--- config.mk ---
export PLATFORM = sky130hd
export DESIGN_NAME = flow_8to16
export DESIGN_NICKNAME = d
export VERILOG_FILES = /design/src/rtl/flow_pkg.sv /design/src/rtl/flow_out_reg.sv /design/src/rtl/flow_8to16.sv
export SDC_FILE = /design/constraint.sdc
export NUM_CORES = 1
export LEC_CHECK = 0
export CORE_MARGIN = 2
export CORE_UTILIZATION = 49
export CTS_CLUSTER_DIAMETER = 200
export DETAILED_ROUTE_END_ITERATION = 12
export HOLD_SLACK_MARGIN = 0.06
export PLACE_DENSITY = 0.86
export SYNTH_ARGS = -nofsm -noshare
export SYNTH_HDL_FRONTEND = slang
export SYNTH_SLANG_ARGS = --single-unit
--- constraint.sdc ---
create_clock -name clk -period 4.16 [get_ports clk]
set_input_delay 1.248 -clock clk [delete_from_list [all_inputs] [get_ports clk]]
set_output_delay 1.248 -clock clk [all_outputs]
set_load 0.01 [all_outputs]
--- src/rtl/flow_pkg.sv ---
// Shared definitions for the byte/word flow converters (flow_8to16, flow_16to8).
package flow_pkg;

    localparam int W8  = 8;
    localparam int W16 = 16;

    // Which half of a word the first byte of a pair occupies.
    typedef enum logic {
        ORDER_MSB_FIRST = 1'b0,
        ORDER_LSB_FIRST = 1'b1
    } byte_order_e;

    localparam logic [W8-1:0] PAD_DEFAULT = 8'h00;

    // Combine the first and second byte of a pair into a word.
    function automatic logic [W16-1:0] pack_pair(input byte_order_e order,
                                                 input logic [W8-1:0] first,
                                                 input logic [W8-1:0] second);
        return (order == ORDER_LSB_FIRST) ? {second, first} : {first, second};
    endfunction

endpackage

--- src/rtl/flow_out_reg.sv ---
// Generic valid-ready output register: load, hold, drain and back-to-back replace.
module flow_out_reg #(
    parameter int DATA_W = 16
) (
    input  logic              clk,
    input  logic              rst_n,
    input  logic              clr,
    input  logic              load,
    input  logic [DATA_W-1:0] load_data,
    input  logic              rdy,
    output logic              val,
    output logic [DATA_W-1:0] data
);

    // Load wins over drain so a consumed word can be replaced on the same edge.
    always_ff @(posedge clk or negedge rst_n) begin
        if (!rst_n) begin
            val  <= 1'b0;
            data <= '0;
        end else if (clr) begin
            val  <= 1'b0;
            data <= '0;
        end else if (load) begin
            val  <= 1'b1;
            data <= load_data;
        end else if (val && rdy) begin
            val  <= 1'b0;
        end
    end

endmodule

--- src/rtl/flow_8to16.sv ---
// Packs a valid-ready byte flow into a valid-ready word flow; odd frame ends are padded.
module flow_8to16
    import flow_pkg::*;
#(
    parameter bit            LSB_FIRST = 1'b1,
    parameter logic [W8-1:0] PAD_BYTE  = PAD_DEFAULT
) (
    input  logic           clk,
    input  logic           rst_n,
    input  logic           cfg_en,
    input  logic           src_val,
    output logic           src_rdy,
    input  logic [W8-1:0]  src_data,
    input  logic           src_last,
    output logic           dst_val,
    input  logic           dst_rdy,
    output logic [W16-1:0] dst_data,
    output logic           dst_pad
);

    localparam byte_order_e ORDER = LSB_FIRST ? ORDER_LSB_FIRST : ORDER_MSB_FIRST;

    logic           half;
    logic [W8-1:0]  hold_q;
    logic           src_acc;
    logic           load;
    logic           clr;
    logic [W16:0]   load_word;
    logic [W16:0]   out_q;

    // A byte that completes a word needs the output slot free or draining this cycle.
    always_comb begin
        if (half)
            src_rdy = cfg_en & (~dst_val | dst_rdy);
        else
            src_rdy = cfg_en & (~dst_val | dst_rdy | ~src_last);
    end

    assign src_acc = src_val & src_rdy;
    assign load    = src_acc & (half | src_last);
    assign clr     = ~cfg_en;

    // Word to load: {pad flag, data}; a last byte at half=0 gets PAD_BYTE as its partner.
    always_comb begin
        if (half)
            load_word = {1'b0, pack_pair(ORDER, hold_q, src_data)};
        else
            load_word = {1'b1, pack_pair(ORDER, src_data, PAD_BYTE)};
    end

    // Pairing state; disabling discards any held first byte.
    always_ff @(posedge clk or negedge rst_n) begin
        if (!rst_n) begin
            half   <= 1'b0;
            hold_q <= '0;
        end else if (!cfg_en) begin
            half   <= 1'b0;
        end else if (src_acc) begin
            if (half) begin
                half   <= 1'b0;
            end else if (!src_last) begin
                hold_q <= src_data;
                half   <= 1'b1;
            end
        end
    end

    flow_out_reg #(
        .DATA_W (W16 + 1)
    ) u_out (
        .clk       (clk),
        .rst_n     (rst_n),
        .clr       (clr),
        .load      (load),
        .load_data (load_word),
        .rdy       (dst_rdy),
        .val       (dst_val),
        .data      (out_q)
    );

    assign dst_pad  = out_q[W16];
    assign dst_data = out_q[W16-1:0];

endmodule

; Yosys cells after proc, flatten, opt, wreduce, memory -nomap -nowiden
; Index checks and enable logic that the tools add are counted.
[classes]
n_eq_ne = 3
n_mux = 11
bitwise = 10
n_reduce_logical = 2
[op_table]
columns = operator, n
row1 = $mux 17, 3
row2 = $mux 1, 8
row3 = $and 1x1->1, 4
row4 = $ne 2x1->1 const B, 2
row5 = $reduce_and 4->1, 1
row6 = $ne 3x1->1 const B, 1
row7 = $not 1->1, 3
row8 = $or 1x1->1, 3
row9 = $logic_and 1x1->1, 1
[word_totals]
out_inout_bits = 19
regBits = 27
inputBits = 14

; Longest topological paths before layout
[depth]
ltp_word = 9
ltp_mapped = 4

; By module
; A second synthesis with hierarchy kept.
[hier_totals]
cells_unflattened = 105
hier_area_um2 = 1318.8
[by_module_without_submodules]
columns = mod, cells_per_inst, seq_area_each_um2, area_per_inst_um2, instances
row1 = flow_out_reg, 59, 450.4, 740.7, 1
row2 = flow_8to16, 46, 225.2, 578.1, 1

; Least setup slack after synthesis
; Ideal clock, no wire load.
[synth_timing]
kind = input port to output port
from = input dst_rdy
to = output src_rdy
setup_slack_ps = 1321
t_arrival_ps = 1591
cell_stages = 2
t_required_ps = 2912
n_path_buf = 0
cell_sequence = nand2b_1 o21a_1
[synth_via]
elab_chain_cells = 4
elab_cells_between_ends = 5
[synth_rtl]
columns = item, line
row1 = start: declaration, flow_8to16.sv:16  ; input logic dst_rdy,
row2 = $or 1x1->1 *, "flow_8to16.sv:34, flow_8to16.sv:36"
row3 = $or 1x1->1, flow_8to16.sv:36  ; src_rdy = cfg_en & (~dst_val | dst_rdy | ~src_last);
row4 = $and 1x1->1, flow_8to16.sv:36
row5 = $mux 1 *, flow_8to16.sv:33  ; if (half)
row6 = end: declaration, flow_8to16.sv:12  ; output logic src_rdy,
; Every way passes the cells marked *; elsewhere a longest branch is shown, timed or not.

; Worst setup path in the final report
[layout_timing]
from = input src_last
to = output src_rdy
[layout_via]
elab_chain_cells = 4
[layout_rtl]
columns = item, line
row1 = start: declaration, flow_8to16.sv:14  ; input logic src_last,
row2 = $not 1->1 (no source line), n/a
row3 = $or 1x1->1, flow_8to16.sv:36
row4 = $and 1x1->1, flow_8to16.sv:36
row5 = $mux 1, flow_8to16.sv:33
; Every way passes these cells.

==> run_results.csv <==
group,metric,value,unit
route,vias_per_cell,5.559,
floorplanning,rows,17,
sta,worst_slew_pin_slew,644.8,ps
setup_path,path_common_cell,"clkdlybuf4s50_1",
worst_hold_path,holdPathStages,1,
setup_path,cp_max_fo,3,
setup_path,crit_type,"input pin to output port",
setup_path,crit_family,"buffers and inverters",
sta,tns,0,ps
placement,dp_hpwl,1.551,mm
route,wire_per_inst,15.81,µm
pwr,peakVddDrop,0.2493,mV
synthesis,synth-xor-area-share,0,%
route,wl,2.293,mm
floorplanning,dieArea,2745,µm²
global_routing,track_usage,20.09,%
sta,rsz0062_at_grt,"no",
clock_network,cts_tree,"done",
cells_and_area,final_common_cell,"clkdlybuf4s50_1",
setup_path,cp_cell_sequence,"clkdlybuf4s50_1 > nor2_1 > o21a_1 > clkdlybuf4s50_1",
clock_network,root_buffer,"clkbuf_4",
sta,finalMaxSlewViolations,0,
cells_and_area,final_cell_mix,"32 x clkdlybuf4s50_1, 27 x dfrtp_1, 13 x mux2i_1",
route,num_vias,806,
clock_network,htree_levels,1,
cells_and_area,syn2layout_area_growth,32.61,%
synthesis,yosys_warnings,0,
setup_path,ff2ff_path_depth,3,
sta,fin_skew,13.97,ps
route,ant_nets,0,
synthesis,netlist_instances,84,
sta,setup_slack,310.0,ps
synthesis,mappedNetlistArea,1147,µm²
clock_network,cts_hold_buf,0,
global_routing,grt_max_degree,28,
setup_path,cp.buffers_inverters,2,
global_routing,grt_pass1_vias,891,
synthesis,synth_mux_area_share,19.19,%
global_routing,grt_busiest_layer,"met2",
sta,min_period_over_period,92.55,%
clock_network,post_cts_resized,0,
setup_path,timing.critical_path.from,"src_last",
route,first_iter_violations,7,
synthesis,synth_seq_area_share,58.89,%
sta,fmax,259.7,MHz
setup_path,cp.arrival,2600,ps
placement,port_buffers,32,
synthesis,synth_nets,98,
synthesis,ys_seq_elements,27,
sta,finalHoldViolCount,0,
clock_network,numCtsBuffers,3,
global_routing,grtUsageMet1,26.19,%
synthesis,synth_compound_area_share,11.67,%
sta,setup_viol,0,
route,first_pass_iters,4,
synthesis,avgSynthCellArea,13.66,µm²
cells_and_area,fin_util,68.78,%
clock_network,clk_pin_slew_worst_paths,130,ps
setup_path,cp-start-kind,"input pin",
global_routing,grt-ovfl-total,0,
pwr,p_per_area,332.2,nW/µm²
setup_path,crit_cells,4,
worst_hold_path,hp-class,"flip-flop to flip-flop",
setup_path,rr_startpoint,"half$_DFFE_PN0P_",
route,drc,0,
pwr,leakage,0.0006735,µW
floorplanning,die_x,52.39,µm
placement,gp_congestion,0.6657,
synthesis,synth_top_family_by_area,"multiplexers",
global_routing,grt_antenna_before_repair,0,
worst_hold_path,hold_start,"u_out.data[6]$_DFFE_PN0P_",
floorplanning,initial_utilization,51.87,%
run,drv_cap,0,
global_routing,grt_pass1_wl,4.008,mm
floorplanning,core,2212,µm²
synthesis,yosys.area_share.simple,7.852,%
clock_network,clock_path_buffers,2,
clock_network,insertion_delay,320,ps
floorplanning,die_height,52.39,µm
sta,fin_crit,3850,ps
cells_and_area,final_nets,132,
global_routing,grt_use_met3,3.429,%
sta,maxSlewHeadroom,56.83,%
cells_and_area,drive_above_1_share,12.82,%
placement,pre_cts_slack,317.5,ps
synthesis,synth.distinct_cells,20,
setup_path,required,2910,ps
cells_and_area,diodes,0,
setup_path,worst_path_max_delay_cell,"clkdlybuf4s50_1",
synthesis,synth-adder-area-share,0,%
clock_network,cts_setup_buffers,0,
setup_path,cp-end-kind,"output port",
setup_path,cpPeakStageDelay,520,ps
floorplanning,ios,33,
clock_network,cts_num_sinks,27,
status,status,"finished clean",
global_routing,use_met2,33.33,%
-- cell usage after synthesis --
library cell	count	area, µm²
dfrtp_1	27	675.7
nand4b_1	1	8.760
inv_1	1	3.750
and4_1	1	8.760
a21boi_0	1	7.510
nor2b_1	1	6.260
o31a_1	1	8.760
buf_2	4	20.02
nor4b_4	1	23.77
clkbuf_1	1	3.750
o21ai_0	1	5.000
nand2_1	7	26.28
o2bb2ai_1	4	35.03
nor2_1	1	3.750
a22o_1	8	70.07
mux2_2	8	90.09
or3_1	1	6.260
nand2b_1	1	6.260
mux2i_1	13	130.1
o21a_1	1	7.510
-- logic make-up after synthesis --
group	after synthesis
compound gates	16
buf+inv	6
flops	27
mux	21
simple gates	14
-- per-layer routing --
metal | part of all wire, % | wire [µm]
met2 | 47 | 1077
met3 | 5.3 | 122
met1 | 47 | 1075
met4 | 0.74 | 17
met5 | 0 | 0
-- registers in the layout, indices dropped and copies added, names as in the netlist --
signal and flops:
u_out.val 1, u_out.data 17, half 1, hold_q 8
-- final timing paths --
check	to	slack [ps]
min in group asynchronous	u_out.data[0]$_DFFE_PN0P_	1280
hold reg to reg	u_out.data[6]$_DFFE_PN0P_	510
hold / removal	u_out.data[6]$_DFFE_PN0P_	510
setup reg to reg	u_out.data[6]$_DFFE_PN0P_	2170
max in group asynchronous	hold_q[6]$_DFFE_PN0P_	2620
setup / recovery	src_rdy	310
-- through the flow --
stage,hold WS (ps),total power [µW],instances,cell area [µm²]
2_1_floorplan,480.5,351.3,84,1147
3_3_place_gp,480.4,395.9,141,1494
3_5_place_dp,477.3,399.5,141,1494
4_1_cts,519.4,511.1,145,1521
5_1_grt,530.2,530.5,145,1521
6_report,509.8,505.4,145,1521
-- report_power, final --
| part | total (µW) | switching [µW] | internal [µW] |
|---|---|---|---|
| logic | 89.6 | 36.1 | 53.6 |
| registers | 304 | 15.9 | 288 |
| clock network | 112 | 76.1 | 36.0 |
| total | 505 | 128 | 377 |
-- final cells by class --
type / count / area [µm²]
Timing Repair Buffer: 34 / 335.3
Tap cell: 28 / 35.03
Fill cell: 182 / 690.7
Multi-Input combinational cell: 51 / 444.2
Inverter: 1 / 3.754
Sequential cell: 27 / 675.6
Clock inverter: 1 / 5.005
Clock buffer: 3 / 22.52
Power figures use the tool's default switching activity.
